[src/rtl/cdc_hs_tx.sv]
// cdc_hs_tx: source side of a 4-phase req/ack handshake carrying one word into another clock domain.
module cdc_hs_tx #(
  parameter int DATA_W  = 8,
  parameter int STAGES  = 2,
  parameter int TIMEOUT = 0
) (
  input  logic              clk,
  input  logic              rstn,
  input  logic [DATA_W-1:0] i_data,
  input  logic              i_valid,
  output logic              o_ready,
  output logic [DATA_W-1:0] o_data,
  output logic              o_req,
  input  logic              i_ack,
  output logic              o_busy,
  output logic              o_done,
  output logic              o_timeout
);
  localparam int CW = (TIMEOUT > 0) ? $clog2(TIMEOUT + 1) : 1;
  localparam logic [CW-1:0] T_LAST = CW'((TIMEOUT > 0) ? TIMEOUT - 1 : 0);
  typedef enum logic [1:0] {IDLE, REQ_HI, REQ_LO} state_t;
  state_t state, state_d;
  (* ASYNC_REG = "TRUE" *) logic [STAGES-1:0] sync_q;
  logic [CW-1:0] cnt, cnt_d;
  logic [DATA_W-1:0] data_d;
  logic req_d, aborted, aborted_d, done_d, tmo_d, ack_s;
  assign ack_s   = sync_q[STAGES-1];
  assign o_busy  = state != IDLE;
  assign o_ready = rstn && state == IDLE && !ack_s;
  always_comb begin
    state_d   = state;
    data_d    = o_data;
    req_d     = o_req;
    cnt_d     = cnt;
    aborted_d = aborted;
    done_d    = 1'b0;
    tmo_d     = 1'b0;
    case (state)
      IDLE: if (i_valid && o_ready) begin
        state_d = REQ_HI;
        data_d  = i_data;
        req_d   = 1'b1;
        cnt_d   = '0;
      end
      REQ_HI: if (ack_s) begin
        state_d = REQ_LO;
        req_d   = 1'b0;
      end else if (TIMEOUT > 0 && cnt == T_LAST) begin
        state_d   = REQ_LO;
        req_d     = 1'b0;
        aborted_d = 1'b1;
        tmo_d     = 1'b1;
      end else begin
        cnt_d = cnt + 1'b1;
      end
      REQ_LO: if (!ack_s) begin
        state_d   = IDLE;
        done_d    = !aborted;
        aborted_d = 1'b0;
      end
      default: state_d = IDLE;
    endcase
  end
  always_ff @(posedge clk or negedge rstn) begin
    if (!rstn) begin
      sync_q    <= '0;
      state     <= IDLE;
      o_data    <= '0;
      o_req     <= 1'b0;
      o_done    <= 1'b0;
      o_timeout <= 1'b0;
      cnt       <= '0;
      aborted   <= 1'b0;
    end else begin
      sync_q    <= {sync_q[STAGES-2:0], i_ack};
      state     <= state_d;
      o_data    <= data_d;
      o_req     <= req_d;
      o_done    <= done_d;
      o_timeout <= tmo_d;
      cnt       <= cnt_d;
      aborted   <= aborted_d;
    end
  end
endmodule

[config.mk]
export PLATFORM = sky130hd
export DESIGN_NAME = cdc_hs_tx
export DESIGN_NICKNAME = d
export VERILOG_FILES = /design/src/rtl/cdc_hs_tx.sv
export SDC_FILE = /design/constraint.sdc
export NUM_CORES = 1
export LEC_CHECK = 0
export ABC_AREA = 1
export CAP_MARGIN = 20
export CORE_MARGIN = 5
export CORE_UTILIZATION = 42
export CTS_CLUSTER_SIZE = 16
export DETAILED_ROUTE_END_ITERATION = 12
export PLACE_DENSITY = 0.78
export SLEW_MARGIN = 20
export SYNTH_ARGS = -nofsm -noshare
export SYNTH_HDL_FRONTEND = slang
export SYNTH_SLANG_ARGS = --single-unit
export TNS_END_PERCENT = 100
[constraint.sdc]
create_clock -name clk -period 1.5 [get_ports clk]
set_input_delay 0.3 -clock clk [delete_from_list [all_inputs] [get_ports clk]]
set_output_delay 0.3 -clock clk [all_outputs]
set_load 0.01 [all_outputs]
Word level (Yosys, flattened, before mapping)
Cells that the tools add are included.
Widths: inputs -> output; s select.

word-level totals
  logic and storage cells = 29
  bits in registers = 14
  bits of input ports = 12

cells by class
  reductions and logical operators = 10
  equal/unequal tests = 5
  mux-type cells = 9

operators with widths
  cell                number
  $mux 2              3
  $pmux 2 s3          1
  $reduce_and 3->1    2
  $mux 1              4
  $ne 2x2->1 const B  2
  $reduce_bool 2->1   2
  $logic_and 1x1->1   3
  $eq 2x1->1 const B  1
  $eq 2x2->1 const B  1
  $logic_not 2->1     1
  $ne 2x1->1 const B  1
  $pmux 1 s2          1
  $reduce_and 2->1    1
  $logic_not 1->1     1

Depth between registers and ports, before layout
  word-level depth = 6
  mapped depth = 5
  gate-level depth less buffers = 5

Least setup slack after synthesis
No wires, ideal clock.

  kind = register to output
  from = register state[1]
  to = output o_ready
  stages on the path, launching flop included = 4
  required time = 1.200 ns
  buffers on the path = 0
  arrival = 1.003 ns
  path slack = 0.197 ns
  path through = dfrtp_1 -> nor2_4 -> inv_1 -> nor3_1

between the ends
  longest elaborated chain between the ends = 3

RTL lines
  what                             RTL line  source
  start: declaration               22        state_t state, state_d;
  start signal: assignment         76        state <= state_d;
  $logic_not 2->1                  29        assign o_ready = rstn && state == IDLE && !ack_s;
  $logic_and 1x1->1 (2 in series)  29
  end: declaration                 11        output logic o_ready,

No other way between the ends.

Worst setup path after layout
  from = register o_data[2]
  to = output o_data[2]

RTL lines
  what                      RTL line  source
  start: declaration        12        output logic [DATA_W-1:0] o_data,
  start signal: assignment  77        o_data <= data_d;

No word-level cell between the ends.

==> summary.txt <==
Status
  – Status: complete, no violations

Detailed routing
  – DRT antenna net count: 0
  – DR iter-0 viols: 13
  – Routed via count: 498
  – Post-DR wirelength/cell: 12.4 µm
  – Post-Route WL: 1280 µm
  – 1st-pass router iterations: 4
  – Vias per cell: 4.83
  – DRC: 0

Cells and area
  – Layout cells sized above 1: 18.2%
  – Area growth from synthesis to layout: 59.1%
  – ANT cells: 0
  – Fin nets: 101
  – Filler cells: 116

STA
  – Clk_skew: 0.00484 ns
  – Fin crit share: 97.7%
  – Final Hold Fails: 0
  – Maximum clock frequency: 0.682 GHz
  – RSZ-0062 raised after global routing: no
  – TNS Setup: 0 ns
  – Setup violators final: 0
  – Max-slew violations: 0
  – Fin crit period: 1.47 ns

Yosys
  – Synthesis-stage register bit count: 14
  – Synth warnings: 0
  – Sequential fraction of the synthesis area: 61.5%
  – Syn_area_per_cell: 10.2 µm²
  – Mapped Area: 569 µm²
  – Syn Inst Count: 56
  – Syn nets: 68
  – Yosys cell types: 14

Global routing
  – First-pass GRT wire length: 2130 µm
  – Largest net degree at the start of global routing: 15
  – Total grt overflow: 0
  – Number of global-route vias before repair: 497
  – Initial antenna violation count: 0
  – Tot GR Track Use: 14.1%

Placement
  – Final GP Congestion: 0.651
  – Port bufs: 23
  – Detailed Place HPWL: 971 µm

Power and ir drop
  – PnR Total Power: 1.08 mW
  – VDD IR max: 0.683 mV
  – Static Leak: 0.493 nW
  – PD cells: 1190 nW/µm²

Die
  – Initial Util: 44.3%
  – Cell Rows: 13
  – DIE AREA: 2190 µm²
  – Die Ht: 46.8 µm
  – Ports: 25
  – Core Footprint: 1280 µm²
  – Die width: 46.8 µm

Worst setup path
  – Top cell family by delay on the critical path: buffers and inverters
  – Critical Path End Type: output pin
  – CP Buf/Inv Count: 1
  – Required time worst endpoint: 1.20 ns
  – CP max stage cell: clkdlybuf4s50_1
  – Critical Path Max Stage Delay: 0.53 ns
  – Crit-path cells: clkdlybuf4s50_1
  – Crit path DAT: 1.17 ns
  – Worst-path fanout max: 2
  – CP Launch Type: flop
  – Critical Setup Path Class: reg -> out

Clocking
  – H-Tree Depth: 1
  – CTS Root Cell: clkbuf_4
  – CTS tree: built
  – Clock latency on the worst-skew pair: 0.28 ns
  – Postcts setup bufs: 0
  – Num CTS Buffers: 3
  – Sink Count: 14
  – Clk pin slew, worst setup/hold paths: 0.09 ns
  – Clock Path Buffers: 2

Min path
  – Class of the worst hold path: reg -> reg

Flow run
  – Maxcap violations: 0
metal layers:
| layer | GRT usage, % | vias to the layer above | wire, µm |
|---|---|---|---|
| met5 | 0 | - | 0 |
| met4 | 8.29 | 0 | 14 |
| met3 | 3.83 | 2 | 88 |
| met1 | 17.1 | 234 | 514 |
| met2 | 22.2 | 15 | 663 |
| li1 | - | 247 | - |
cell usage after synthesis:
library cell | instances | area (µm²)
inv_1 | 4 | 15.0
clkbuf_2 | 1 | 5.00
o21ai_0 | 2 | 10.0
buf_4 | 1 | 7.51
nand4_1 | 8 | 50.1
dfrtp_1 | 14 | 350
a21oi_1 | 1 | 5.00
nand3_4 | 1 | 17.5
or2_1 | 1 | 6.26
nor2_4 | 2 | 22.5
conb_1 | 1 | 3.75
nor3_1 | 1 | 5.00
nand2_1 | 18 | 67.6
nor2_1 | 1 | 3.75
sequential cells by signal, summed over array words and instances, names as in the netlist:
register  flops
o_data        8
o_done        1
o_req         1
sync_q        2
state         2
final cells by class:
cell class              instances  area (µm²)  share of cell area, %
flip-flops and latches         14         350                   38.7
repair buffers                 30         289                   31.9
multi-input cells              36         196                   21.7
clock buffers                   4        36.3                   4.01
well taps                      15        18.8                   2.07
inverters                       4        15.0                   1.66
through the flow:
| stage | area [µm²] | hold slack (ns) | util, % | instances | setup WS [ns] |
|---|---|---|---|---|---|
| after floorplan | 569 | 0.00441 | - | 56 | 0.197 |
| after CTS | 887 | 0.355 | 69.0 | 103 | 0.00176 |
| after global placement | 858 | 0.335 | 66.8 | 99 | -0.336 |
| final | 906 | 0.353 | 70.5 | 103 | 0.0346 |
| after detailed placement | 858 | 0.336 | 66.8 | 99 | -0.359 |
| after global routing | 906 | 0.360 | 70.5 | 103 | 0.00268 |
placed cells by master, fill, tap and decap left out:
master,count
nand2_1,18
clkdlybuf4s50_1,15
dfrtp_1,14
nand4_1,8
buf_4,7
dlymetal6s2s_1,5
inv_1,4
clkbuf_4,3
nor2_4,2
o21ai_0,2
nor3_2,1
or2_1,1
nor2_1,1
nand3_4,1
a21oi_1,1
conb_1,1
clkbuf_8,1
clkdlybuf4s15_1,1
dlygate4sd2_1,1
buf_2,1
kinds of logic after synthesis:
| logic type | count (synthesis) | share of synthesized area (%) |
|---|---|---|
| and+or+nand+nor | 32 | 30.3 |
| DFF | 14 | 61.5 |
| buffers and inverters | 6 | 4.83 |
| AOI/OAI and AO/OA | 3 | 2.64 |
| other | 1 | 0.659 |
worst paths after layout:
kind	from	to	slack, ns	depth (start not counted)
hold reg to reg	sync_q[0]	sync_q[1]	0.35	0
hold / removal	sync_q[0]	sync_q[1]	0.35	0
max in group asynchronous	rstn	state[0]	0.98	2
min in group asynchronous	rstn	o_data[2]	0.36	2
setup / recovery	o_data[2]	o_data[2]	0.03	1
setup reg to reg	state[1]	o_data[7]	0.42	5
where the power goes:
group	switching [mW]	internal, mW	total [mW]
Sequential	0.0361	0.448	0.484
Combinational	0.146	0.175	0.322
Clock	0.125	0.148	0.272
Total	0.307	0.771	1.08
worst register-to-register path, cell delays in order (launching register included):
cell	delay, ns
dfrtp_1	0.41
nor2_4	0.11
buf_4	0.17
nand3_4	0.14
nand2_1	0.09
nand2_1	0.05
what timing repair did:
action	in CTS	in global routing
hold buffers	0	0
cloned	0	0
resized for setup	6	7
pin swaps	0	0
endpoints found under the setup margin	3	6
Note: power is estimated with default switching activity, not from simulation.
